==> config.mk <==
export PLATFORM = sky130hd
export DESIGN_NAME = ula_acumulador_flat
export DESIGN_NICKNAME = d
export VERILOG_FILES = /design/src/rtl/ula_acumulador_pkg.sv /design/src/rtl/ula_acumulador_if.sv /design/src/rtl/ula_acumulador.sv /design/src/flat_wrapper.sv
export SDC_FILE = /design/constraint.sdc
export NUM_CORES = 1
export LEC_CHECK = 0
export CAP_MARGIN = 15
export CELL_PAD_IN_SITES_DETAIL_PLACEMENT = 1
export CELL_PAD_IN_SITES_GLOBAL_PLACEMENT = 1
export CORE_UTILIZATION = 33
export DETAILED_ROUTE_END_ITERATION = 12
export GPL_TIMING_DRIVEN = 0
export PLACE_DENSITY_LB_ADDON = 0.05
export REMOVE_ABC_BUFFERS = 1
export SLEW_MARGIN = 10
export SYNTH_ARGS = -nofsm -noshare
export SYNTH_HDL_FRONTEND = slang
export SYNTH_SLANG_ARGS = --single-unit
==> constraint.sdc <==
create_clock -name clk -period 3.3 [get_ports clk]
set_clock_uncertainty 0.2 [all_clocks]
set_input_delay 0.66 -clock clk [delete_from_list [all_inputs] [get_ports clk]]
set_output_delay 0.66 -clock clk [all_outputs]
set_load 0.1 [all_outputs]
==> src/rtl/ula_acumulador_pkg.sv <==
// Shared definitions for the accumulator/sequencer: command-kind codes,
// FSM state encodings and the ALU function-select codes, so the ALU,
// this block and any upstream command source agree on the encodings.
package ula_acumulador_pkg;

  // Default datapath and repeat-field widths (WIDTH must match the ALU)
  localparam int WIDTH_DEF = 4;
  localparam int REP_W_DEF = 4;

  // Command kinds carried on cmd_kind
  typedef enum logic [1:0] {
    CMD_LOAD  = 2'b00,
    CMD_EXEC  = 2'b01,
    CMD_CLEAR = 2'b10,
    CMD_NOP   = 2'b11
  } cmd_kind_e;

  // Sequencer states; 2'b11 is unused and recovers to IDLE
  typedef enum logic [1:0] {
    ST_IDLE = 2'b00,
    ST_RUN  = 2'b01,
    ST_DONE = 2'b10
  } state_e;

  // ALU function selects. This block passes sel through untouched; the
  // codes live here only so the ALU and command sources share them.
  localparam logic [1:0] ALU_ADD = 2'b00;
  localparam logic [1:0] ALU_AND = 2'b01;
  localparam logic [1:0] ALU_OR  = 2'b10;
  localparam logic [1:0] ALU_XOR = 2'b11;

endpackage

==> src/rtl/ula_acumulador_if.sv <==
// Command channel into the accumulator: valid/ready handshake plus the
// command payload. The command source is the master; the accumulator is
// the slave and only returns cmd_ready.
interface ula_acumulador_if #(
  parameter int WIDTH = 4,
  parameter int REP_W = 4
) ();

  logic             cmd_valid;
  logic             cmd_ready;
  logic [1:0]       cmd_kind;
  logic [1:0]       cmd_sel;
  logic [WIDTH-1:0] cmd_operand;
  logic [REP_W-1:0] cmd_rep;

  modport master (
    output cmd_valid,
    output cmd_kind,
    output cmd_sel,
    output cmd_operand,
    output cmd_rep,
    input  cmd_ready
  );

  modport slave (
    input  cmd_valid,
    input  cmd_kind,
    input  cmd_sel,
    input  cmd_operand,
    input  cmd_rep,
    output cmd_ready
  );

endinterface

==> src/rtl/ula_acumulador.sv <==
// Accumulator and sequencer around an external combinational ALU.
// Commands arrive on a valid/ready channel. LOAD/CLEAR/NOP complete in
// one cycle; EXEC drives the ALU with (acc, operand, sel) and captures its
// result back into acc for cmd_rep+1 consecutive cycles, so repeated
// operations (e.g. multiply-by-repeated-add) need a single command.
// The ALU sits beside this block in the enclosing level; alu_a always
// mirrors acc, giving a one-cycle acc -> ALU -> acc loop.
module ula_acumulador
  import ula_acumulador_pkg::*;
#(
  parameter int WIDTH = 4,
  parameter int REP_W = 4
) (
  input  logic             clk,
  input  logic             rst,
  ula_acumulador_if.slave  cmd,
  output logic [WIDTH-1:0] alu_a,
  output logic [WIDTH-1:0] alu_b,
  output logic [1:0]       alu_sel,
  input  logic [WIDTH-1:0] alu_f,
  input  logic             alu_cout,
  output logic [WIDTH-1:0] acc,
  output logic             flag_c,
  output logic             flag_z,
  output logic             done
);

  state_e           state;
  logic [WIDTH-1:0] opnd_r;
  logic [1:0]       sel_r;
  logic [REP_W-1:0] cnt;
  logic             ready_r;
  logic             accept;
  cmd_kind_e        kind;

  // ready_r is a registered copy of (state == ST_IDLE), so accept needs
  // no decode of the state vector on the handshake path.
  assign accept        = cmd.cmd_valid && ready_r;
  assign kind          = cmd_kind_e'(cmd.cmd_kind);
  assign cmd.cmd_ready = ready_r;

  // ALU operands come straight from registers; no logic in this path
  assign alu_a   = acc;
  assign alu_b   = opnd_r;
  assign alu_sel = sel_r;

  // Sequencer FSM with accumulator, flags, repeat counter and the
  // registered handshake/done outputs, all updated together.
  always_ff @(posedge clk) begin
    if (rst) begin
      state   <= ST_IDLE;
      acc     <= '0;
      flag_c  <= 1'b0;
      flag_z  <= 1'b1;
      opnd_r  <= '0;
      sel_r   <= '0;
      cnt     <= '0;
      done    <= 1'b0;
      ready_r <= 1'b1;
    end else begin
      case (state)
        ST_IDLE: begin
          if (accept) begin
            ready_r <= 1'b0;
            case (kind)
              CMD_LOAD: begin
                acc    <= cmd.cmd_operand;
                flag_c <= 1'b0;
                flag_z <= (cmd.cmd_operand == '0);
                done   <= 1'b1;
                state  <= ST_DONE;
              end
              CMD_CLEAR: begin
                acc    <= '0;
                flag_c <= 1'b0;
                flag_z <= 1'b1;
                done   <= 1'b1;
                state  <= ST_DONE;
              end
              CMD_EXEC: begin
                // acc and flags stay put until the first ALU capture
                opnd_r <= cmd.cmd_operand;
                sel_r  <= cmd.cmd_sel;
                cnt    <= cmd.cmd_rep;
                state  <= ST_RUN;
              end
              default: begin
                // NOP: only walks through DONE to produce the pulse
                done  <= 1'b1;
                state <= ST_DONE;
              end
            endcase
          end
        end

        ST_RUN: begin
          // Capture the ALU every cycle; flags reflect the latest result
          acc    <= alu_f;
          flag_c <= alu_cout;
          flag_z <= (alu_f == '0);
          if (cnt == '0) begin
            done  <= 1'b1;
            state <= ST_DONE;
          end else begin
            cnt <= cnt - REP_W'(1);
          end
        end

        ST_DONE: begin
          done    <= 1'b0;
          ready_r <= 1'b1;
          state   <= ST_IDLE;
        end

        default: begin
          // Unreachable encoding: fall back to an idle, ready state
          done    <= 1'b0;
          ready_r <= 1'b1;
          state   <= ST_IDLE;
        end
      endcase
    end
  end

endmodule

==> src/flat_wrapper.sv <==
// flat-port wrapper written by rule: the top's interface ports become plain ports
module ula_acumulador_flat import ula_acumulador_pkg::*;
#(
  parameter int WIDTH = 4,
  parameter int REP_W = 4
)
  (clk, rst, alu_a, alu_b, alu_sel, alu_f, alu_cout, acc, flag_c, flag_z, done, cmd_cmd_valid, cmd_cmd_kind, cmd_cmd_sel, cmd_cmd_operand, cmd_cmd_rep, cmd_cmd_ready);
  ula_acumulador_if #(.WIDTH(WIDTH), .REP_W(REP_W)) cmd_i ();
  input  logic clk;
  input  logic rst;
  output logic [WIDTH-1:0] alu_a;
  output logic [WIDTH-1:0] alu_b;
  output logic [1:0] alu_sel;
  input  logic [WIDTH-1:0] alu_f;
  input  logic alu_cout;
  output logic [WIDTH-1:0] acc;
  output logic flag_c;
  output logic flag_z;
  output logic done;
  input wire logic [$bits(cmd_i.cmd_valid)-1:0] cmd_cmd_valid;
  input wire logic [$bits(cmd_i.cmd_kind)-1:0] cmd_cmd_kind;
  input wire logic [$bits(cmd_i.cmd_sel)-1:0] cmd_cmd_sel;
  input wire logic [$bits(cmd_i.cmd_operand)-1:0] cmd_cmd_operand;
  input wire logic [$bits(cmd_i.cmd_rep)-1:0] cmd_cmd_rep;
  output wire logic [$bits(cmd_i.cmd_ready)-1:0] cmd_cmd_ready;
  assign cmd_i.cmd_valid = cmd_cmd_valid;
  assign cmd_i.cmd_kind = cmd_cmd_kind;
  assign cmd_i.cmd_sel = cmd_cmd_sel;
  assign cmd_i.cmd_operand = cmd_cmd_operand;
  assign cmd_i.cmd_rep = cmd_cmd_rep;
  assign cmd_cmd_ready = cmd_i.cmd_ready;
  ula_acumulador #(.WIDTH(WIDTH), .REP_W(REP_W)) u_core (.clk(clk), .rst(rst), .cmd(cmd_i), .alu_a(alu_a), .alu_b(alu_b), .alu_sel(alu_sel), .alu_f(alu_f), .alu_cout(alu_cout), .acc(acc), .flag_c(flag_c), .flag_z(flag_z), .done(done));
endmodule
==> impl_metrics.csv, run 1 <==
group,metric,value,unit
layout,area_delta_synth_final,40.0,%
clock_network,cts_hold_buf,0,
critical_path,max_stage_delay,1.16,ns
sta,fin_crit,2.73,ns
critical_path,slowest_stage,"clkdlybuf4s50_1",
power_and_ir_drop,power_switching,212,uW
yosys,ys_top_cells_by_area,"dfxtp_1 42%, nor2_1 6.7%, mux2i_1 6.3%, a222oi_1 3.1%, buf_4 3.1%",
detailed_routing,routed_wl,2.42,mm
power_and_ir_drop,p_sw_share,32.7,%
yosys,ys_seq_elements,20,
sta,drv_slew,0,
critical_path,path_buf_inv,1,
layout,layout_commonest_cell,"clkdlybuf4s50_1",
clock_network,numCtsBuffers,3,
power_and_ir_drop,combPwrFrac,27.8,%
run,maxCapViolations,0,
yosys,yosysTopAreaCell,"dfxtp_1",
layout,diodes,0,
clock_network,clkLatencyLatePin,0.30,ns
yosys,avgSynthCellArea,9.12,um^2
sta,max_slew_margin,35.3,%
critical_path,reg2regPathDepth,4,
clock_network,post_cts_buffers,0,
detailed_routing,drt_pass1_iterations,4,
sta,setup_tns,0,ns
detailed_routing,vias,879,
min_path,whs_path_depth,1,
critical_path,cp_data_arrival_time,1.87,ns
critical_path,worstSetupPathType,"reg -> out",
floorplan,initial_core_util,34.7,%
grt,grt_pass1_vias,897,
grt,grt_overflow_total,0,
detailed_routing,drc,0,
critical_path,critPathTopFamily,"buffers and inverters",
place,place_congestion,0.706,
floorplan,die_h,55.9,um
power_and_ir_drop,intPower,435,uW
power_and_ir_drop,power_density,483,mW/mm^2
yosys,yosysTopAreaCellShare,41.8,%
min_path,min_to,"u_core.done",
critical_path,r2r-start,"u_core.state[0]",
clock_network,cts_buffer_depth,2,
yosys,synth_cells,105,
power_and_ir_drop,ir_drop,0.000323,V
place,dp_hpwl,1.86,mm
critical_path,r2r_slack,1.38,ns
clock_network,h-tree-depth,1,
power_and_ir_drop,clkPwrFrac,31.6,%
yosys,synth-seq-area-share,41.8,%
grt,grt_pass1_wl,4.11,mm
outcome,status,"finished, final reports clean",
critical_path,cp-start-kind,"flop",
floorplan,core_area,0.00276,mm^2
power_and_ir_drop,seq_power_share,40.6,%
detailed_routing,route.antenna.remaining_nets,0,
layout,final_cell_mix,"37 x clkdlybuf4s50_1, 20 x dfxtp_1, 17 x nor2_1",
grt,grt_max_degree,19,
yosys,synth_cell_type_count,35,
floorplan,fp.dieW,55.9,um
floorplan,pin_count,38,
yosys,yosys_warnings,0,
sta,hold_viol_final,0,
floorplan,rows,19,
clock_network,cts_resized,0,
sta,finalSetupViolCount,0,
min_path,min_path_type,"reg -> reg",
clock_network,cts_tree,"yes",
power_and_ir_drop,leakage,0.000522,uW
critical_path,timing.rr.end,"u_core.cnt[2]",
min_path,hp-start,"u_core.done",
critical_path,worst_setup_path_end_kind,"output pin",
sta,worst_pin_slew,0.967,ns
grt,grtUsageTotal,16.7,%
sta,rsz0062_at_grt,"no",
sta,fin_crit_sh,82.8,%
sta,max_freq,0.366,GHz
detailed_routing,wl_per_cell,14.4,um
layout,final_nets,159,
detailed_routing,drt_iter0_drc,29,
critical_path,crit_chain,"clkdlybuf4s50_1",
detailed_routing,via_per_inst,5.23,
floorplan,die_area,0.00312,mm^2
clock_network,clock_sinks,20,
yosys,synthesis.area,957,um^2
layout,drive_above_1_share,6.57,%
critical_path,crit_fanout,5,
clock_network,clk_pin_slew,0.12,ns
place,numPortBuffers,37,
critical_path,cp.required,2.44,ns
layout,final_util,48.6,%
grt,antenna_found_initial,0,
clock_network,clock-root-buffer,"clkbuf_4",
==> sequential cells by signal, indices dropped and copies added (netlist names) <==
register / cells
u_core.acc: 4
u_core.alu_b: 4
u_core.cnt: 4
u_core.alu_sel: 2
u_core.state: 2
u_core.cmd.cmd_ready: 1
u_core.done: 1
u_core.flag_c: 1
u_core.flag_z: 1
==> metal layers <==
layer	routed length, um	global-route usage, %	vias to the layer above
met5	0	0	-
met4	77	8.71	0
met3	148	3.02	7
met2	1120	27.2	37
met1	1080	21.0	404
li1	-	-	431
==> cell usage after synthesis (all sizes together) <==
cell	instances
o2111ai	1
a22oi	1
nand2	7
mux2	2
a222oi	3
nor4	1
nand2b	1
o22ai	1
nor3b	2
or2	1
nor3	1
buf	7
nor2b	3
nand3b	1
nand3	1
o211ai	1
a221oi	2
dfxtp	20
clkbuf	2
ha	1
inv	6
a21oi	4
mux2i	6
o41ai	1
a221o	1
a21boi	1
or3	1
nor2	17
o21ai	5
a21o	2
a22o	1
o22a	1
==> power groups by stage <==
| stage | clock network [uW] | registers (uW) | logic (uW) |
|---|---|---|---|
| 2_1_floorplan | 0 | 349 | 38.1 |
| 3_3_place_gp | 0 | 268 | 179 |
| 3_5_place_dp | 0 | 268 | 180 |
| 4_1_cts | 210 | 263 | 181 |
| 5_1_grt | 222 | 265 | 189 |
| 6_report | 205 | 263 | 180 |
==> logic make-up (layout without fill, tap and decap cells) <==
group | after synthesis | count (layout) | synth area share, %
adder cells (fa/ha/maj) | 1 | 1 | 1.31
buffers and inverters | 15 | 47 | 10.6
multiplexers | 8 | 8 | 8.63
flip-flops | 20 | 20 | 41.8
AND/OR/NAND/NOR | 36 | 36 | 17.9
AO/OA/AOI/OAI | 25 | 25 | 19.7
==> stage by stage <==
stage	std cells	area (um^2)	setup WS [ns]	hold slack, ns	power [uW]
after floorplan	96	878	0.871	0.239	387
after global placement	164	1290	0.854	0.236	447
after detailed placement	164	1290	0.819	0.245	449
after CTS	168	1340	0.553	0.274	654
after global routing	168	1340	0.501	0.287	676
final	168	1340	0.569	0.265	647
==> how the worst max path moves through the flow <==
stage / from / endpoint / depth (start not counted)
2_1_floorplan: u_core.acc[2] / acc[2] / 0
3_3_place_gp: cmd_cmd_kind[1] / u_core.alu_b[2] / 5
3_5_place_dp: cmd_cmd_kind[1] / u_core.alu_b[1] / 5
4_1_cts: u_core.cmd.cmd_ready / cmd_cmd_ready / 1
5_1_grt: u_core.cmd.cmd_ready / cmd_cmd_ready / 1
6_report: u_core.cmd.cmd_ready / cmd_cmd_ready / 1
==> layout make-up <==
cell class / count / area, um^2
clock buffers: 3 / 22.5
fillers: 330 / 1420
well taps: 31 / 38.8
clock inverters: 1 / 30.0
multi-input cells: 70 / 455
repair buffers: 37 / 370
inverters: 6 / 22.5
flip-flops and latches: 20 / 400
Note: power is estimated with default switching activity, not from simulation.
==> run 2, diff against run 1 <==
--- a/config.mk
+++ b/config.mk
@@ -8,7 +8,7 @@
 export CAP_MARGIN = 15
 export CELL_PAD_IN_SITES_DETAIL_PLACEMENT = 1
 export CELL_PAD_IN_SITES_GLOBAL_PLACEMENT = 1
-export CORE_UTILIZATION = 33
+export CORE_UTILIZATION = 30
 export DETAILED_ROUTE_END_ITERATION = 12
 export GPL_TIMING_DRIVEN = 0
 export PLACE_DENSITY_LB_ADDON = 0.05
==> constraint.sdc (replaced) <==
create_clock -name clk -period 2.75 [get_ports clk]
set_clock_uncertainty 0.2 [all_clocks]
set_input_delay 0.55 -clock clk [delete_from_list [all_inputs] [get_ports clk]]
set_output_delay 0.55 -clock clk [all_outputs]
set_load 0.1 [all_outputs]
==> run 2 against run 1 <==
  * First-iteration DRC count shrank 3.4%
  * Utilization shrank 4.3 points
  * Power grew 9.4%
  * Cell area is the same
  * Clock power shrank 14%
  * Register-to-register slack lost 0.54 ns
  * Die area grew 9.6%
  * Critical path depth is the same
==> impl_metrics.csv, run 2 (same netlist as run 1, synthesis figures left out) <==
group,metric,value,unit
min_path,min_to,"u_core.done",
sta,worst_slack,0.135,ns
detailed_routing,drc,0,
run,maxCapViolations,0,
floorplan,rows,20,
clock_network,numCtsBuffers,3,
critical_path,r2r_slack,0.84,ns
place,pre_cts_ws,0.371,ns
power_and_ir_drop,ir_drop,0.000267,V
sta,max_freq,0.382,GHz
layout,drive_above_1_share,6.57,%
floorplan,fp.dieW,58.5,um
critical_path,cp_data_arrival_time,1.86,ns
clock_network,post_cts_buffers,0,
detailed_routing,routed_wl,2.46,mm
clock_network,cts_tree,"yes",
sta,worst_pin_slew,0.971,ns
detailed_routing,drt_pass1_iterations,5,
floorplan,core_area,0.00303,mm^2
sta,fin_crit_sh,95.1,%
place,numPortBuffers,37,
layout,area_delta_synth_final,40.0,%
floorplan,die_h,58.5,um
floorplan,pin_count,38,
detailed_routing,met1Wirelength,1.19,mm
clock_network,cts_buffer_depth,2,
floorplan,die_area,0.00342,mm^2
clock_network,cts_hold_buf,0,
sta,drv_slew,0,
critical_path,cp.required,2.00,ns
critical_path,slowest_stage,"clkdlybuf4s50_1",
critical_path,worst_setup_path_end_kind,"output pin",
grt,grtUsageTotal,15.4,%
min_path,hp-start,"u_core.done",
clock_network,clkLatencyLatePin,0.30,ns
floorplan,initial_core_util,31.6,%
place,dp_hpwl,1.85,mm
critical_path,reg2regPathDepth,4,
critical_path,cp-start-kind,"flop",
critical_path,r2r-start,"u_core.state[0]",
sta,rsz0062_at_grt,"no",
grt,antenna_found_initial,0,
detailed_routing,drt_iter0_drc,28,
layout,multi_input_area,455,um^2
grt,grt_max_degree,19,
clock_network,cts_resized,0,
power_and_ir_drop,leakage,0.000515,uW
detailed_routing,met2_length,1.12,mm
place,place_congestion,0.660,
detailed_routing,vias,865,
detailed_routing,dr_wl_met3,118,um
layout,layout_commonest_cell,"clkdlybuf4s50_1",
clock_network,clock_sinks,20,
critical_path,timing.rr.end,"u_core.cnt[2]",
sta,max_slew_margin,35.1,%
clock_network,h-tree-depth,1,
critical_path,worstSetupPathType,"reg -> out",
detailed_routing,wl_per_cell,13.6,um
layout,diodes,0,
layout,final_cell_mix,"37 x clkdlybuf4s50_1, 20 x dfxtp_1, 17 x nor2_1",
detailed_routing,route.antenna.remaining_nets,0,
outcome,status,"finished, final reports clean",
clock_network,clock-root-buffer,"clkbuf_4",
sta,setup_tns,0,ns
sta,finalSetupViolCount,0,
min_path,min_path_type,"reg -> reg",
clock_network,clk_pin_slew,0.12,ns
layout,final_nets,159,
sta,fin_crit,2.61,ns
critical_path,critPathTopFamily,"buffers and inverters",
grt,grt_pass1_wl,3.93,mm
min_path,whs_path_depth,1,
sta,hold_viol_final,0,
critical_path,crit_fanout,5,
layout,seq_area,400,um^2
layout,fillCellCount,364,
power_and_ir_drop,power_density,528,mW/mm^2
grt,grt_overflow_total,0,
detailed_routing,top_layer_used,"met4",
critical_path,path_buf_inv,1,
critical_path,crit_chain,"clkdlybuf4s50_1",
critical_path,max_stage_delay,1.16,ns
grt,grt_pass1_vias,902,
detailed_routing,via_per_inst,4.78,
==> run 2: cell types whose count changed in the layout (fill, tap and decap cells not counted) <==
cell,change
bufinv_16,-1
clkbuf_8,+1
==> run 2: how the worst max path moves through the flow <==
stage / startpoint / to / slack (ns) / depth (start not counted)
finish: u_core.cmd.cmd_ready / cmd_cmd_ready / 0.14 / 1
global route: u_core.cmd.cmd_ready / cmd_cmd_ready / 0.05 / 1
CTS: u_core.cmd.cmd_ready / cmd_cmd_ready / 0.12 / 1
detailed placement: cmd_cmd_kind[1] / u_core.alu_b[2] / 0.37 / 5
global placement: cmd_cmd_kind[1] / u_core.alu_b[2] / 0.39 / 5
floorplan: u_core.acc[2] / acc[2] / 0.43 / 0
==> run 2: cell type report <==
| class | instances | area share, % |
|---|---|---|
| Clock buffer | 4 | 2.71 |
| Inverter | 6 | 1.68 |
| Multi-Input combinational cell | 70 | 34.0 |
| Sequential cell | 20 | 29.9 |
| Tap cell | 44 | 4.11 |
| Timing Repair Buffer | 37 | 27.6 |
==> run 2: stage by stage <==
stage               hold slack (ns)  instance area (um^2)  power (uW)  instances  utilization, %
finish                        0.269                  1340         708        181            44.3
global route                  0.320                  1340         740        181            44.3
CTS                           0.276                  1340         716        181            44.3
detailed placement            0.243                  1300         539        177            43.1
global placement              0.239                  1300         537        177            43.1
floorplan                     0.239                   878         465         96               -
==> run 2: power by group <==
part,switching (uW),internal (uW)
combinational,146,71.2
sequential,11.3,304
clock,95.3,80.7
total,252,456
==> run 2: routing by layer <==
metal / GRT usage (%) / up-vias
li1: - / 435
met1: 19.5 / 400
met2: 25.6 / 28
met3: 2.64 / 2
met4: 7.14 / 0
met5: 0 / -
